## src/rtl/scs8hd_arb3b_rr_1.sv

```systemverilog
//------------------------------------------------------------------------------
// Module   : scs8hd_arb3b_rr_1
// Brief    : 3-way round-robin arbiter (A, B active-high; CN active-low) with
//            hold-time preemption. Optional LOCK input via SCS8HD_ARB_LOCK_EN.
// Revision : 1.0
//------------------------------------------------------------------------------
`default_nettype none

module scs8hd_arb3b_rr_1 #(
    parameter int MAXHOLD = 8
) (
    input  logic CLK,
    input  logic RESET,
    input  logic A,
    input  logic B,
    input  logic CN,
`ifdef SCS8HD_ARB_LOCK_EN
    input  logic LOCK,
`endif
    output logic GA,
    output logic GB,
    output logic GC,
    output logic BUSY,
    output logic X
);

    localparam logic [3:0] c_hold_max = 4'(MAXHOLD - 1);

    typedef enum logic [0:0] {
        ST_IDLE = 1'b0,
        ST_OWN  = 1'b1
    } state_t;

    state_t     r_state;
    state_t     w_state_nxt;
    logic [1:0] r_last;
    logic [1:0] w_last_nxt;
    logic [3:0] r_hold;
    logic [3:0] w_hold_nxt;
    logic [2:0] r_gnt;
    logic [2:0] w_gnt_nxt;
    logic       r_busy;

    logic [2:0] w_req;
    logic [2:0] w_others;
    logic [2:0] w_mask;
    logic [1:0] w_nxt1;
    logic [1:0] w_nxt2;
    logic       w_pick_valid;
    logic [1:0] w_pick_idx;
    logic       w_lock;

    assign w_req = {~CN, B, A};

`ifdef SCS8HD_ARB_LOCK_EN
    assign w_lock = LOCK;
`else
    assign w_lock = 1'b0;
`endif

    // Rotation order after the last owner: nxt1, nxt2, then the last owner itself.
    assign w_nxt1   = (r_last == 2'd2) ? 2'd0 : r_last + 2'd1;
    assign w_nxt2   = (w_nxt1 == 2'd2) ? 2'd0 : w_nxt1 + 2'd1;
    assign w_others = w_req & ~(3'b001 << r_last);
    assign w_mask   = (r_state == ST_OWN) ? w_others : w_req;

    always_comb begin
        w_pick_valid = 1'b1;
        w_pick_idx   = r_last;
        if (w_mask[w_nxt1]) begin
            w_pick_idx = w_nxt1;
        end else if (w_mask[w_nxt2]) begin
            w_pick_idx = w_nxt2;
        end else if (w_mask[r_last]) begin
            w_pick_idx = r_last;
        end else begin
            w_pick_valid = 1'b0;
        end
    end

    always_comb begin
        w_state_nxt = r_state;
        w_last_nxt  = r_last;
        w_hold_nxt  = r_hold;
        case (r_state)
            ST_IDLE: begin
                if (w_pick_valid) begin
                    w_state_nxt = ST_OWN;
                    w_last_nxt  = w_pick_idx;
                    w_hold_nxt  = 4'd0;
                end
            end
            ST_OWN: begin
                if (!w_req[r_last]) begin
                    w_hold_nxt = 4'd0;
                    if (w_pick_valid) begin
                        w_last_nxt = w_pick_idx;
                    end else begin
                        w_state_nxt = ST_IDLE;
                    end
                end else if ((r_hold == c_hold_max) && w_pick_valid && !w_lock) begin
                    w_last_nxt = w_pick_idx;
                    w_hold_nxt = 4'd0;
                end else if (r_hold != c_hold_max) begin
                    w_hold_nxt = r_hold + 4'd1;
                end
            end
            default: begin
                w_state_nxt = ST_IDLE;
            end
        endcase
        w_gnt_nxt = (w_state_nxt == ST_OWN) ? (3'b001 << w_last_nxt) : 3'b000;
    end

    always_ff @(posedge CLK) begin
        if (RESET) begin
            r_state <= ST_IDLE;
            r_last  <= 2'd2;
            r_hold  <= 4'd0;
            r_gnt   <= 3'b000;
            r_busy  <= 1'b0;
        end else begin
            r_state <= w_state_nxt;
            r_last  <= w_last_nxt;
            r_hold  <= w_hold_nxt;
            r_gnt   <= w_gnt_nxt;
            r_busy  <= |w_gnt_nxt;
        end
    end

    assign GA   = r_gnt[0];
    assign GB   = r_gnt[1];
    assign GC   = r_gnt[2];
    assign BUSY = r_busy;
    assign X    = A | B | ~CN;

endmodule

`default_nettype wire

```

## config.mk

```make
export PLATFORM = sky130hd
export DESIGN_NAME = scs8hd_arb3b_rr_1
export DESIGN_NICKNAME = d
export VERILOG_FILES = /design/src/rtl/scs8hd_arb3b_rr_1.sv
export SDC_FILE = /design/constraint.sdc
export NUM_CORES = 1
export LEC_CHECK = 0
export ABC_AREA = 1
export CORE_MARGIN = 5
export CORE_UTILIZATION = 45
export CTS_BUF_LIST = sky130_fd_sc_hd__clkbuf_16
export DETAILED_ROUTE_END_ITERATION = 6
export MAX_ROUTING_LAYER = met4
export PLACE_DENSITY = 0.73
export SLEW_MARGIN = 20
export SYNTH_ARGS = -nofsm -noshare
export SYNTH_HDL_FRONTEND = slang
export SYNTH_SLANG_ARGS = --single-unit
export TNS_END_PERCENT = 5
```

## constraint.sdc

```tcl
create_clock -name CLK -period 2.3 [get_ports CLK]
set_clock_uncertainty 0.2 [all_clocks]
set_input_delay 0.46 -clock CLK [delete_from_list [all_inputs] [get_ports CLK]]
set_output_delay 0.46 -clock CLK [all_outputs]
set_load 0.02 [all_outputs]
```

After elaboration in Yosys (flattened, before gate mapping) --
Index checks and enable logic that the tools add are counted.
Storage, ports and cells: flip-flop bits (word level) 11, latch bits 0, bits in writable memories 0, ROM bits 0, bits of input ports 5, output and inout port bits 5, memories kept 0
Cells by class: add/sub/neg operators 3, $mul 0, div/mod/pow operators 0, magnitude comparators 3, equality and inequality tests 6, shift-type cells 2, multiplexer cells 29, bitwise logic cells 6, reduce and logical (&&, ||, !) cells 3
Operators by type and width (number):
- two-way mux 4 bit | 4
- two-way mux 2 bit | 7
- < comparator 2 x 3 -> 1 bit, second input constant | 3
- two-way mux 1 bit | 9
- binary-select mux 1 bit (select 2 bit) | 4
- case mux 4 bit (2 select lines) | 1
- two-way mux 3 bit | 2
- << shifter 1 x 2 -> 3 bit, first input constant | 2
- adder 2 x 1 -> 2 bit, second input constant | 2
- adder 4 x 1 -> 4 bit, second input constant | 1
- == test 2 bit, second input constant | 2
- == test 4 x 3 -> 1 bit, second input constant | 1
- != test 4 x 2 -> 1 bit, second input constant | 1
- != test 4 x 3 -> 1 bit, second input constant | 1
- case mux 2 bit (2 select lines) | 1
- bitwise AND 3 bit | 1
- NOT 3 bit | 1
- OR reduction 3 bit | 1
- != test 2 bit, second input constant | 1
- NOT 1 bit | 2
- bitwise OR 1 bit | 2
- case mux 1 bit (2 select lines) | 1
- AND reduction 2 bit | 1
- logical AND 1 bit | 1

Longest topological paths before layout --
depth after elaboration 16, mapped depth 11, mapped depth without buffers 11

Least setup slack after synthesis --
No wires, ideal clock.
path kind input to register, from input port CN, to register r_hold[3], data arrival time 1.220 ns, data required time 1.990 ns, slack 0.769 ns, stages on the path 11, buffers on the path 0, path through inv_1 nand3_1 nand2_2 nor2_8 nand2_4 nor2_4 nand2_4 nand2_1 nand2_1 nand2_1 nor2_1
On the way: longest elaborated chain between the ends 12
RTL lines:
- start, declared | line 16 | input logic CN,
- NOT 1 bit * | line 53 | assign w_req = {~CN, B, A};
- bitwise AND 3 bit | line 64 | assign w_others = w_req & ~(3'b001 << r_last);
- two-way mux 3 bit | line 65 | assign w_mask = (r_state == ST_OWN) ? w_others : w_req;
- binary-select mux 1 bit (select 2 bit) | line 74 | end else if (w_mask[r_last]) begin
- two-way mux 1 bit (not written as such) | line 74
- two-way mux 1 bit | line 74
- two-way mux 1 bit | line 72 | end else if (w_mask[w_nxt2]) begin
- two-way mux 1 bit | line 70 | if (w_mask[w_nxt1]) begin
- logical AND 1 bit | line 101 | end else if ((r_hold == c_hold_max) && w_pick_valid && !w_lock) begin
- two-way mux 4 bit | line 101
- two-way mux 4 bit | line 94 | if (!w_req[r_last]) begin
- case mux 4 bit (2 select lines) | line 85 | case (r_state)
- end signal, assigned | line 125 | r_hold <= w_hold_nxt;
- end, declared | line 38 | logic [3:0] r_hold;
Mark *: on every way between the ends. The rest lies on a longest branch, timed or not. The select of a mux whose other input is x is not followed. A chain may end at the register's enable or synchronous reset.

Final worst setup path --
from input port CN, to register r_gnt[2]
On the way: longest elaborated chain between the ends 14
RTL lines:
- NOT 1 bit * | line 53
- bitwise AND 3 bit | line 64
- two-way mux 3 bit | line 65
- binary-select mux 1 bit (select 2 bit) | line 74
- two-way mux 1 bit (not written as such) | line 74
- two-way mux 1 bit | line 74
- two-way mux 1 bit | line 72
- two-way mux 1 bit | line 70
- logical AND 1 bit | line 101
- two-way mux 2 bit | line 101
- two-way mux 2 bit | line 94
- case mux 2 bit (2 select lines) | line 85
- << shifter 1 x 2 -> 3 bit | line 112 | w_gnt_nxt = (w_state_nxt == ST_OWN) ? (3'b001 << w_last_nxt) : 3'b000;
- two-way mux 3 bit * | line 112
- end signal, assigned | line 126 | r_gnt <= w_gnt_nxt;
- end, declared | line 40 | logic [2:0] r_gnt;
Marked as above.

==> results.txt <==
Status - complete, no violations
Setup violators final - 0
Number of global-route vias before repair - 663
Hold Crit Class - reg -> reg
Final wirelength - 1530 µm
RD Place Congestion - 0.812
HP Start - r_hold[0]$_SDFFE_PP0P_
Worst skew pair latency - 240 ps
First DRT Iteration DRCs - 19
Clock sink total - 11
Setup repair after global routing missed its margin - false
CTS root buf - clkbuf_16
Setup slack, reg-to-reg - 540 ps
Multi-input logic area - 393 µm²
Die height - 48.7 µm
Clock power share - 30.8%
First-pass GRT wire length - 2730 µm
Pre-CTS setup slack - -5.27 ps
Crit path DAT - 1980 ps
Critical path type - in -> reg
Max_cap viols - 0
Antenna Violating Nets Remaining - 0
Post-DP HPWL - 1220 µm
WHS Endpoint - r_hold[0]$_SDFFE_PP0P_
Largest net degree at the start of global routing - 8
Total clock buffers created by CTS - 3
Starting density of the core - 46.3%
TritonRoute pass-1 iters - 4
Setup WS post-layout - 251 ps
Max VDD drop - 0.696 mV
Gr ovfl total - 0
CTS tree - built
Req. time, crit path - 2230 ps
H-tree lvl count - 1
Cells on Worst Hold Path - 1
Worst Setup SP - CN
CP endpoint kind - register
Bufs on Longest Clock Path - 2
CTS clk-pin slew, worst paths - 40 ps
Power share of the combinational group - 41.9%
Via count - 680
Share of cells above drive strength 1 - 15.7%
Achievable Freq - 0.488 GHz
Transition time of the tightest slew-check pin - 244 ps
Final Instance Area - 876 µm²
Ant diodes - 0
Core footprint - 0.00145 mm²
Ys Warns - 0
Avg WL per Cell - 11.7 µm
Final Hold Fails - 0
Final min period - 2050 ps
Leak - 0.000442 µW
Area growth syn-to-layout - 30.1%
Syn Std Cell Area - 673 µm²
Post-detailed-route via-to-cell ratio - 5.19
Yosys reg bits - 11
Worst r2r path cells - 11
Post CTS Setup Buffer Count - 0
Net Sw Frac - 38.1%
DRC - 0
Psw - 382 µW
Slew HR - 83.7%
Port-buffer cells - 9
R2R Path End - r_gnt[2]$_SDFF_PP0_
GRT Util Overall - 14.7%
Filler Cell Count - 146
Register area - 220 µm²
Nets - 122
Syn nets - 106
Power share of the sequential group - 27.3%
Die ar. - 0.00237 mm²
Period utilisation layout - 89.1%
# rows - 14
Seq/Total Area, Yosys - 32.7%
Internal Power - 620 µW
Area after DPL - 798 µm²
Antenna violations before repair - 0
Num ports - 10
Crit-path max FO - 4
Die Wd - 48.7 µm
Setup TNS - 0 ps
Post-synth cell types - 18
Startpoint Class - input pin
Power Dens Cells - 1140 mW/mm²
Fin. max-slew vios - 0
Syn Area/Cell - 6.73 µm²
Worst r2r src - r_last[1]$_SDFF_PP1_
Post-Syn Instances - 100
-- worst max-delay path: stages --
cell,delay [ps]
clkdlybuf4s50_1,520
inv_1,70
nand2_1,100
nand3_2,110
nand3_1,140
inv_2,70
nand2_1,110
nand2_1,80
nand2_1,60
nand2_1,100
nand2_1,110
nor2_1,50
-- worst max-delay path by stage --
stage                                  end  depth (start not counted)
floorplan           r_hold[3]$_SDFFE_PP0P_                         11
detailed placement                       X                          4
global placement                         X                          4
finish                 r_gnt[2]$_SDFF_PP0_                         12
CTS                    r_gnt[2]$_SDFF_PP0_                         12
global route           r_gnt[2]$_SDFF_PP0_                         12
-- cell type report --
| class | count | area share, % |
|---|---|---|
| multi-input cells | 73 | 44.9 |
| repair buffers | 11 | 11.9 |
| flip-flops and latches | 11 | 25.1 |
| clock inverters | 1 | 0.429 |
| inverters | 16 | 6.86 |
| well taps | 16 | 2.29 |
| clock buffers | 3 | 8.57 |
-- kinds of logic after synthesis --
family          count (synthesis)  synth area share [%]
simple gates                   64                  48.9
compound gates                  8                  7.62
fa+ha+maj                       1                  1.86
buf+inv                        16                  8.92
flops                          11                  32.7
-- routing by layer --
metal | vias to the layer above | track usage [%] | routed length [µm]
li1 | 348 | - | -
met1 | 309 | 14.8 | 611
met5 | - | - | 0
met4 | 0 | 9.87 | 59
met2 | 16 | 25.4 | 798
met3 | 7 | 2.45 | 57
-- sequential cells by signal (all words and copies together), names as in the netlist --
register,flops
r_hold,4
r_gnt,3
r_last,2
BUSY,1
r_state,1
-- cell usage after synthesis --
library cell,count,share of area (%)
nand2_1,32,18
inv_1,13,7.2
nand3_1,13,9.7
dfxtp_1,11,33
nor2_1,10,5.6
a21oi_1,4,3.0
inv_2,3,1.7
nand2_4,2,3.3
nand3_2,2,3.0
o211ai_1,2,2.2
a211oi_1,1,1.1
ha_1,1,1.9
nand2_2,1,0.93
nand3_4,1,2.6
nor2_4,1,1.7
nor2_8,1,3.0
o21ai_2,1,1.3
or2_4,1,1.3
-- placed cells by master, fill, tap and decap left out --
cell type / count
a211oi_1: 1
a21oi_1: 4
buf_4: 2
clkbuf_16: 3
clkdlybuf4s50_1: 8
dfxtp_1: 11
dlygate4sd2_1: 1
ha_1: 1
inv_1: 14
inv_2: 3
nand2_1: 32
nand2_2: 1
nand2_4: 2
nand3_1: 13
nand3_2: 2
nand3_4: 1
nor2_1: 10
nor2_4: 1
nor2_8: 1
o211ai_1: 2
o21ai_2: 1
or2_4: 1
-- per-stage QoR --
stage / hold WS (ps) / std cells / power [µW] / utilization [%]
floorplan: 235 / 100 / 574 / -
global placement: 257 / 127 / 676 / 54.9
detailed placement: 273 / 127 / 691 / 54.9
CTS: 278 / 131 / 1010 / 60.2
global route: 282 / 131 / 1070 / 60.2
finish: 272 / 131 / 1000 / 60.2
-- power groups by stage --
stage / sequential, µW / clock, µW / combinational, µW
6_report: 273 / 309 / 420
4_1_cts: 272 / 313 / 425
2_1_floorplan: 295 / 0 / 279
5_1_grt: 277 / 321 / 470
3_5_place_dp: 274 / 0 / 416
3_3_place_gp: 271 / 0 / 405
-- what timing repair did --
| action | CTS | global route |
|---|---|---|
| gates resized for setup | 1 | 0 |
| hold buffers | 0 | 0 |
| endpoints found under the setup margin | 1 | 0 |
Power figures use the tool's default switching activity.
